$ cat config.mk
export PLATFORM = sky130hd
export DESIGN_NAME = seg7_bcd_reader
export DESIGN_NICKNAME = d
export VERILOG_FILES = /design/src/rtl/seg7_bcd_reader.sv
export SDC_FILE = /design/constraint.sdc
export NUM_CORES = 1
export LEC_CHECK = 0
export CAP_MARGIN = 20
export CORE_MARGIN = 2
export CORE_UTILIZATION = 54
export DETAILED_ROUTE_END_ITERATION = 16
export GPL_ROUTABILITY_DRIVEN = 0
export PLACE_DENSITY = 0.78
export SYNTH_ARGS = -nofsm -noshare
export SYNTH_HDL_FRONTEND = slang
export SYNTH_SLANG_ARGS = --single-unit
export TNS_END_PERCENT = 1
$ cat constraint.sdc
create_clock -name clk -period 2.2 [get_ports clk]
set_input_delay 0.33 -clock clk [delete_from_list [all_inputs] [get_ports clk]]
set_output_delay 0.33 -clock clk [all_outputs]
set_load 0.02 [all_outputs]
$ cat src/rtl/seg7_bcd_reader.sv
// seg7_bcd_reader: samples an asynchronous 7-segment drive bus, waits for the
// pattern to settle, decodes it back to a BCD digit and offers one report per
// settled pattern change on a one-entry valid/ready buffer with sticky overflow.
module seg7_bcd_reader #(
    parameter bit          ACTIVE_LOW    = 1'b1,
    parameter int unsigned STABLE_CYCLES = 16,
    parameter bit          REPORT_BLANK  = 1'b1
) (
    input  logic       clk,
    input  logic       rst_n,
    input  logic [6:0] seg,
    output logic [3:0] bcd,
    output logic       bcd_err,
    output logic       out_valid,
    input  logic       out_ready,
    output logic       ovf,
    input  logic       clr_ovf
);

    localparam int unsigned      CNT_W     = $clog2(STABLE_CYCLES);
    localparam logic [CNT_W-1:0] CNT_LAST  = CNT_W'(STABLE_CYCLES - 1);
    // Raw line level that means "all segments off" for this polarity.
    localparam logic [6:0]       SEG_BLANK = ACTIVE_LOW ? 7'h7F : 7'h00;
    localparam logic [6:0]       LIT_BLANK = 7'h00;

    typedef enum logic {
        HOLD  = 1'b0,
        TRACK = 1'b1
    } state_t;

    logic [6:0]       seg_s1, seg_s2;
    logic [6:0]       lit;
    logic [6:0]       cand_q, cand_d;
    logic [CNT_W-1:0] cnt_q, cnt_d;
    state_t           state_q, state_d;
    logic             issue;
    logic             accept;
    logic             drop;
    logic [3:0]       dec_bcd;
    logic             dec_err;

    // Two-flop synchroniser for the asynchronous segment lines.
    always_ff @(posedge clk or negedge rst_n) begin
        if (!rst_n) begin
            seg_s1 <= SEG_BLANK;
            seg_s2 <= SEG_BLANK;
        end else begin
            // NOTE: sequential state uses <= so every flop samples the
            // pre-edge value; blocking here would collapse the two stages.
            seg_s1 <= seg;
            seg_s2 <= seg_s1;
        end
    end

    // Normalise polarity so that 1 always means "segment lit".
    assign lit = ACTIVE_LOW ? ~seg_s2 : seg_s2;

    // Decode the settled candidate pattern (abcdefg) into a digit or error code.
    always_comb begin
        // NOTE: defaults first so every path assigns every output; a missing
        // branch would otherwise infer a latch.
        dec_bcd = 4'hE;
        dec_err = 1'b1;
        unique case (cand_q)
            7'b1111110: begin dec_bcd = 4'd0; dec_err = 1'b0; end
            7'b0110000: begin dec_bcd = 4'd1; dec_err = 1'b0; end
            7'b1101101: begin dec_bcd = 4'd2; dec_err = 1'b0; end
            7'b1111001: begin dec_bcd = 4'd3; dec_err = 1'b0; end
            7'b0110011: begin dec_bcd = 4'd4; dec_err = 1'b0; end
            7'b1011011: begin dec_bcd = 4'd5; dec_err = 1'b0; end
            7'b1011111: begin dec_bcd = 4'd6; dec_err = 1'b0; end
            7'b1110000: begin dec_bcd = 4'd7; dec_err = 1'b0; end
            7'b1111111: begin dec_bcd = 4'd8; dec_err = 1'b0; end
            7'b1111011: begin dec_bcd = 4'd9; dec_err = 1'b0; end
            7'b0000000: begin dec_bcd = 4'hF; dec_err = 1'b0; end
            default:    begin dec_bcd = 4'hE; dec_err = 1'b1; end
        endcase
    end

    // Filter state register: candidate pattern, stability count and FSM state.
    always_ff @(posedge clk or negedge rst_n) begin
        if (!rst_n) begin
            state_q <= HOLD;
            cand_q  <= LIT_BLANK;
            cnt_q   <= '0;
        end else begin
            state_q <= state_d;
            cand_q  <= cand_d;
            cnt_q   <= cnt_d;
        end
    end

    // Next-state logic: any change restarts the count; a full stable run
    // issues exactly one report and parks in HOLD until the pattern moves.
    always_comb begin
        state_d = state_q;
        cand_d  = cand_q;
        cnt_d   = cnt_q;
        issue   = 1'b0;
        if (lit != cand_q) begin
            cand_d  = lit;
            cnt_d   = '0;
            state_d = TRACK;
        end else if (state_q == TRACK) begin
            if (cnt_q == CNT_LAST) begin
                // Counter stays at the compare point rather than wrapping.
                state_d = HOLD;
                issue   = REPORT_BLANK || (cand_q != LIT_BLANK);
            end else begin
                cnt_d = cnt_q + 1'b1;
            end
        end
    end

    assign accept = out_valid && out_ready;
    // A report arriving while the consumer is still holding the previous one
    // is lost; the held report is never overwritten.
    assign drop   = issue && out_valid && !out_ready;

    // One-entry output buffer; an accept and issue on the same edge reloads
    // without a bubble.
    always_ff @(posedge clk or negedge rst_n) begin
        if (!rst_n) begin
            out_valid <= 1'b0;
            bcd       <= 4'h0;
            bcd_err   <= 1'b0;
        end else if (issue && !drop) begin
            out_valid <= 1'b1;
            bcd       <= dec_bcd;
            bcd_err   <= dec_err;
        end else if (accept) begin
            out_valid <= 1'b0;
        end
    end

    // Sticky overflow flag; a drop on the same edge as a clear wins.
    always_ff @(posedge clk or negedge rst_n) begin
        if (!rst_n) begin
            ovf <= 1'b0;
        end else if (drop) begin
            ovf <= 1'b1;
        end else if (clr_ovf) begin
            ovf <= 1'b0;
        end
    end

endmodule

# Word-level counts from Yosys, hierarchy flattened
# Cells that the tools add are included.
# word_totals
reg_bits	33
in_bits	11
# classes
n_eq_ne	13
n_reduce_logical	12
add_sub_neg	1
bitwise	1
mux	15
# op_table
cell	n
7-bit equality test (second input constant)	8
4-bit case mux with 11 select lines	1
7-bit by 6-bit equality test with 1-bit output (second input constant)	2
4-bit two-way mux	3
1-bit two-way mux	11
11-bit OR reduction	1
7-bit logical NOT	1
7-bit != test	1
7-bit NOT	1
2-bit nonzero test	3
4-bit by 1-bit adder with 4-bit output (second input constant)	1
4-bit equality test (second input constant)	1
1-bit logical AND	4
1-bit logical NOT	2
2-bit != test (second input constant)	1
2-bit AND reduction	1

# Depth between registers and ports, before layout
# Gate-level depths: netlist of the first run.
# logic_depth
depth_word	9
mapped_depth	7
ltp_nobuf	6

# Worst setup path before layout of the first run
# OpenSTA, ideal clock, no wires.
# synth_path
path_kind	register to register
from	reg seg_s2[5]
to	reg bcd[2]
stages_incl_launch_ff	7
period_less_slack_ps	1644
path_slack_ps	556
n_path_buf	1
setup_ps	124
arrival_ps	1521
path_cell_list	dfstp_2 -> xnor2_1 -> nor4_4 -> and3_1 -> buf_6 -> o31ai_2 -> o31a_1
# synth_between
elab_chain_cells	7
# synth_lines
item	line_no	text
start: declaration	31	logic [6:0] seg_s1, seg_s2;
start signal: assignment	51	seg_s2 <= seg_s1;
7-bit NOT *	56	assign lit = ACTIVE_LOW ? ~seg_s2 : seg_s2;
7-bit != test *	100	if (lit != cand_q) begin
1-bit two-way mux *	100	
1-bit logical AND (2 in series)	118	assign drop = issue && out_valid && !out_ready;
1-bit logical NOT	127	end else if (issue && !drop) begin
1-bit logical AND *	127	
end signal: assignment	125	bcd <= 4'h0;
end signal: assignment	129	bcd <= dec_bcd;
end: declaration	12	output logic [3:0] bcd,
# Every way passes the cells marked *; elsewhere a longest branch is shown, timed or not.
# A chain may end at the register's enable or synchronous reset.

# Worst setup path in the final report of the first run
# layout_path
from	reg cand_q[5]
to	reg bcd[2]
# layout_between
elab_chain_cells	6
# layout_lines
item	line_no	text
start: declaration	33	logic [6:0] cand_q, cand_d;
start signal: assignment	88	cand_q <= cand_d;
7-bit != test	100	
1-bit two-way mux	100	
1-bit logical AND (2 in series)	118	
1-bit logical NOT	127	
1-bit logical AND	127	
# Several ways; a longest one is shown, not always the timed one.

==> run summary, run 1 <==
CTS sink count: 33
Fin util: 0.661
Worst Reg-to-Reg Cells: 5
Skew final: 0.0120 ns
Worst hold path type: flip-flop to flip-flop
RSZ-0062 raised after global routing: false
Startpoint types: flip-flop
ANT cells: 0
End of the critical path: bcd[2]
Multi-input logic area: 542 µm²
PwrDens: 629 mW/mm²
Most common cell after layout, fill and taps aside: dfrtp_1
LEAKAGE: 0.701 nW
Final ANT Viol Nets: 0
Maxcap violations: 0
#FFs+latches synth: 33
Main synth FF type: dfrtp_1
Fmax achieved: 531 MHz
Final Setup Violations: 0
Sequential Area: 843 µm²
Switching share of power: 0.244
Number of detailed-route iterations in the first pass: 4
Slew Viols, Final: 0
Num rows: 18
Mapped Nets: 142
Netlist cell types: 44
Clock Tree Root: clkbuf_4
WP data required: 2.42 ns
Register share of total power: 0.625
Post-CTS Resized: 0
CP Max Fanout: 11
Synth Area per Inst: 11.4 µm²
Setup CP Type: flip-flop to flip-flop
Worst EP arrival: 2.10 ns
Vias in the first global route: 1,018
Die Y: 56.4 µm
Post-Synthesis Cell Area: 0.00148 mm²
Final nets: 159
Starting Density: 0.582
Most frequent cells in the layout: 19 x dfrtp_1, 17 x clkdlybuf4s50_1, 14 x dfstp_2
Syn-to-layout area delta: 13.5%
Reg2Reg Launch Point: cand_q[5]
Initial antenna violation count: 0
Clock Power Share: 0.301
Outcome: finished clean
Register area share after synthesis: 0.569
Chip Width: 56.4 µm
Clock period minus worst slack: 1.88 ns
Setup TNS Final: 0 ns
Total gr overflow: 0
YS warnings: 0
Core Area: 0.00254 mm²
Total power draw: 0.00106 W
Clock transition at path regs: 0.11 ns
First-pass GRT wire length: 4350 µm
I/O Buffers: 17
Num CTS Buffers: 5
Slew of the pin with the lowest slew margin: 0.393 ns
RR Endpoint: bcd[2]
Peak VDD IR: 659 µV
Largest net degree at the start of global routing: 34
CTS tree: built
Post-CTS setup buffer count: 0
Wire length per cell: 13.7 µm
Switching power: 0.000258 W
Post-synth EDFFs: 0
Share of layout cells above drive strength 1: 0.189
GRT Total Usage: 0.180
Slew margin rel.: 0.738
CP Capture Type: flip-flop
Detailed Place HPWL: 1770 µm
Area of the die: 0.00318 mm²
Int Pwr: 0.000800 W
Crit share post-route: 0.856
Htree depth: 2
Cts hold-fix bufs: 0
Reg-to-reg setup timing slack: 0.32 ns
Critical path origin: cand_q[5]
# fillers: 215
Clock Latency Late Sink: 0.32 ns
Final-report hold violation count: 0
Clk buf depth: 2
I/O pin cnt: 18
Asr flop ratio synth: 1.00
Via count: 987
Gate power share: 0.075
Drt via density: 5.54
Drc violations: 0
Cell count after synthesis: 130
DRT iter0 DRCs: 48
Routed WL: 2430 µm
-- cells in the mapped netlist, types with 2 or more instances --
cell type	number	share of area
nor2_1	12	0.030
nand2b_1	2	0.0084
xnor2_1	7	0.041
nand2_1	5	0.013
xor2_1	3	0.018
nor2b_1	2	0.0084
a21oi_1	6	0.020
nand3_1	10	0.034
o21ai_0	3	0.010
inv_1	8	0.020
or3_1	2	0.0084
buf_6	2	0.015
buf_2	3	0.010
nand4b_1	2	0.012
a21o_1	2	0.010
dfrtp_1	19	0.32
dfstp_2	14	0.25
buf_4	2	0.010
-- flip-flops by register name (all words and copies together) (netlist names) --
signal and flops:
bcd 4, cand_q 7, ovf 1, seg_s1 7
out_valid 1, state_q 1, seg_s2 7, bcd_err 1
cnt_q 4
-- critical path, stage by stage, from the launching register on --
cell	delay, ns
dfrtp_1	0.50
xnor2_1	0.20
nor4_4	0.35
and3_1	0.37
o31ai_2	0.12
o31a_1	0.24
-- per-layer routing --
layer	part of all wire	vias up	global-route usage
li1	-	476	-
met5	0	-	0
met2	0.47	38	0.279
met4	0.024	0	0.102
met3	0.062	6	0.0599
met1	0.44	467	0.220
-- power groups by stage --
stage | Combinational (W) | Sequential [W] | Clock [W]
finish | 0.0000790 | 0.000661 | 0.000318
global route | 0.0000885 | 0.000666 | 0.000354
CTS | 0.0000803 | 0.000661 | 0.000332
detailed placement | 0.0000801 | 0.000672 | 0
global placement | 0.0000774 | 0.000670 | 0
floorplan | 0.0000641 | 0.000655 | 0
-- per-stage QoR --
stage | cells | hold WS (ns) | area (µm²) | setup slack (ns)
after global placement | 170 | 0.345 | 1630 | 0.390
after global routing | 178 | 0.353 | 1680 | 0.155
after floorplan | 130 | 0.0344 | 1480 | 0.556
final | 178 | 0.344 | 1680 | 0.318
after CTS | 178 | 0.350 | 1680 | 0.324
after detailed placement | 170 | 0.347 | 1630 | 0.338
-- kinds of logic after synthesis --
kind of cell | after synthesis | synth area share
xor+xnor | 11 | 0.0701
fa+ha+maj | 1 | 0.00844
flops | 33 | 0.569
buf+inv | 16 | 0.0650
simple gates | 48 | 0.188
compound gates | 21 | 0.0988
-- final cells by class --
cell class,count,area share
sequential,33,0.501
multi-input combinational,81,0.322
clock buffer,6,0.0246
tap,30,0.0223
timing repair buffer,18,0.106
inverter,8,0.0179
clock inverter,2,0.00595
-- how the worst min path moves through the flow --
stage,startpoint,to,slack [ns],cells past startpoint
floorplan,rst_n,bcd[0],0.03,0
detailed placement,seg_s1[0],seg_s2[0],0.35,0
finish,seg_s1[0],seg_s2[0],0.34,0
global route,seg_s1[2],seg_s2[2],0.35,0
CTS,seg_s1[0],seg_s2[0],0.35,0
global placement,seg_s1[0],seg_s2[0],0.35,0
(Power assumes the default switching activity.)
==> run 2: changes to the inputs <==
--- a/config.mk
+++ b/config.mk
@@ -6,7 +6,6 @@
 export NUM_CORES = 1
 export LEC_CHECK = 0
 export CAP_MARGIN = 20
-export CORE_MARGIN = 2
 export CORE_UTILIZATION = 54
 export DETAILED_ROUTE_END_ITERATION = 16
 export GPL_ROUTABILITY_DRIVEN = 0
==> constraint.sdc (replaced) <==
create_clock -name clk -period 1.9 [get_ports clk]
set_input_delay 0.285 -clock clk [delete_from_list [all_inputs] [get_ports clk]]
set_output_delay 0.285 -clock clk [all_outputs]
set_load 0.02 [all_outputs]
==> run 2 against run 1 <==
  * Final area increased by 4.1%
  * Core utilization increased by 2.7 points
  * Flip-flop and latch count unchanged
  * Sequential power increased by 15%
  * Critical path type unchanged
==> run summary, run 2 (synthesis gave the netlist of run 1 again) <==
Outcome: finished clean (unchanged)
Final Setup Violations: 0 (unchanged)
Via count: 996 (was 987)
Most frequent cells in the layout: 19 x dfrtp_1, 17 x clkdlybuf4s50_1, 14 x dfstp_2 (unchanged)
Syn-to-layout area delta: 18.2% (was 13.5%)
Peak VDD IR: 861 µV (was 659 µV)
CP Capture Type: flip-flop (unchanged)
Starting Density: 0.582 (unchanged)
Largest net degree at the start of global routing: 34 (unchanged)
Slew of the pin with the lowest slew margin: 0.397 ns (was 0.393 ns)
CP Max Fanout: 7 (was 11)
Slew Viols, Final: 0 (unchanged)
DRT iter0 DRCs: 10 (was 48)
Setup TNS Final: 0 ns (unchanged)
Worst hold path type: input pin to async pin (was flip-flop to flip-flop)
First-pass GRT wire length: 3930 µm (was 4350 µm)
Drt via density: 5.50 (was 5.54)
Clock Power Share: 0.406 (was 0.301)
Die Y: 54.4 µm (was 56.4 µm)
LEAKAGE: 0.738 nW (was 0.701 nW)
Clock transition at path regs: 0.10 ns (was 0.11 ns)
Switching power: 0.000305 W (was 0.000258 W)
Clock Tree Root: clkbuf_4 (unchanged)
Final nets: 162 (was 159)
Clock Latency Late Sink: 0.33 ns (was 0.32 ns)
Min Hold Slack: 0.341 ns (was 0.344 ns)
Post-CTS setup buffer count: 0 (unchanged)
Core Area: 0.00254 mm² (unchanged)
Maxcap violations: 0 (unchanged)
GRT Total Usage: 0.195 (was 0.180)
Fmax achieved: 576 MHz (was 531 MHz)
Final ANT Viol Nets: 0 (unchanged)
Num rows: 18 (unchanged)
Chip Width: 54.4 µm (was 56.4 µm)
Total gr overflow: 0 (unchanged)
Wire length per cell: 13.2 µm (was 13.7 µm)
I/O Buffers: 17 (unchanged)
Post-CTS Resized: 0 (unchanged)
CTS sink count: 33 (unchanged)
Vias in the first global route: 933 (was 1,018)
Final-report hold violation count: 0 (unchanged)
Int Pwr: 0.00114 W (was 0.000800 W)
Crit share post-route: 0.914 (was 0.856)
Initial antenna violation count: 0 (unchanged)
Area of the die: 0.00296 mm² (was 0.00318 mm²)
Detailed Place HPWL: 1710 µm (was 1770 µm)
Final Non-Filler Cells: 181 (was 178)
I/O pin cnt: 18 (unchanged)
Number of detailed-route iterations in the first pass: 4 (unchanged)
WP data required: 2.12 ns (was 2.42 ns)
Switching share of power: 0.211 (was 0.244)
Total power draw: 0.00145 W (was 0.00106 W)
Setup CP Type: flip-flop to flip-flop (unchanged)
Drc violations: 0 (unchanged)
Routed WL: 2400 µm (was 2430 µm)
Clock period minus worst slack: 1.74 ns (was 1.88 ns)
Cts hold-fix bufs: 0 (unchanged)
RSZ-0062 raised after global routing: false (unchanged)
PwrDens: 827 mW/mm² (was 629 mW/mm²)
Worst EP arrival: 1.96 ns (was 2.10 ns)
Dpl cells: 173 (was 170)
Biggest regs: cand_q x7, seg_s1 x7, seg_s2 x7 (unchanged)
Num CTS Buffers: 5 (unchanged)
Htree depth: 2 (unchanged)
Slew margin rel.: 0.735 (was 0.738)
CTS tree: built (unchanged)
Most common cell after layout, fill and taps aside: dfrtp_1 (unchanged)
Skew final: 0.00756 ns (was 0.0120 ns)
Share of layout cells above drive strength 1: 0.212 (was 0.189)
Register share of total power: 0.525 (was 0.625)
Clk buf depth: 2 (unchanged)
Gate power share: 0.069 (was 0.075)
ANT cells: 0 (unchanged)
Startpoint types: flip-flop (unchanged)
-- run 2: cell count changes in the layout (fill, tap and decap cells not counted), sizes merged --
cell,change
clkinv,-1
bufinv,+1
buf,+3
-- run 2: worst paths after layout --
kind                           start         to  slack, ns  cells past startpoint
max                        cand_q[0]     bcd[2]       0.16                      5
min                            rst_n     bcd[2]       0.34                      2
max reg2reg                cand_q[0]     bcd[2]       0.16                      5
min reg2reg                seg_s1[2]  seg_s2[2]       0.35                      0
max in group asynchronous      rst_n  seg_s1[0]       1.23                      2
min in group clk           seg_s1[2]  seg_s2[2]       0.35                      0
-- run 2: routing by layer --
metal	global-route usage	routed length [µm]	up-vias	share of wire
met5	0	0	-	0
met4	0.0641	25	0	0.010
met3	0.0667	110	4	0.046
met2	0.333	1220	29	0.51
met1	0.227	1040	474	0.43
li1	-	-	489	-
-- run 2: final cells by class --
cell class	instances	area [µm²]
fillers	193	795
repair buffers	21	200
flip-flops and latches	33	843
multi-input cells	81	542
well taps	30	37.5
clock inverters	2	35.0
inverters	8	30.0
clock buffers	6	62.6
-- run 2: metrics by stage --
stage / setup WS [ns] / cell area, µm² / utilization
floorplan: 0.256 / 1480 / -
global placement: 0.198 / 1650 / 0.649
detailed placement: 0.173 / 1650 / 0.649
CTS: 0.162 / 1750 / 0.688
global route: 0.0509 / 1750 / 0.688
finish: 0.163 / 1750 / 0.688
-- run 2: power groups by stage --
stage	Combinational [W]	Sequential (W)	Clock, W
2_1_floorplan	0.0000742	0.000758	0
3_3_place_gp	0.0000971	0.000771	0
3_5_place_dp	0.000101	0.000773	0
4_1_cts	0.000101	0.000761	0.000603
5_1_grt	0.000111	0.000764	0.000636
6_report	0.0000995	0.000761	0.000588
-- run 2: critical path, stage by stage (launching register included) --
cell	delay [ns]
dfrtp_1	0.50
xnor2_2	0.20
nor4_4	0.35
and3_1	0.27
o31ai_2	0.08
o31a_1	0.24
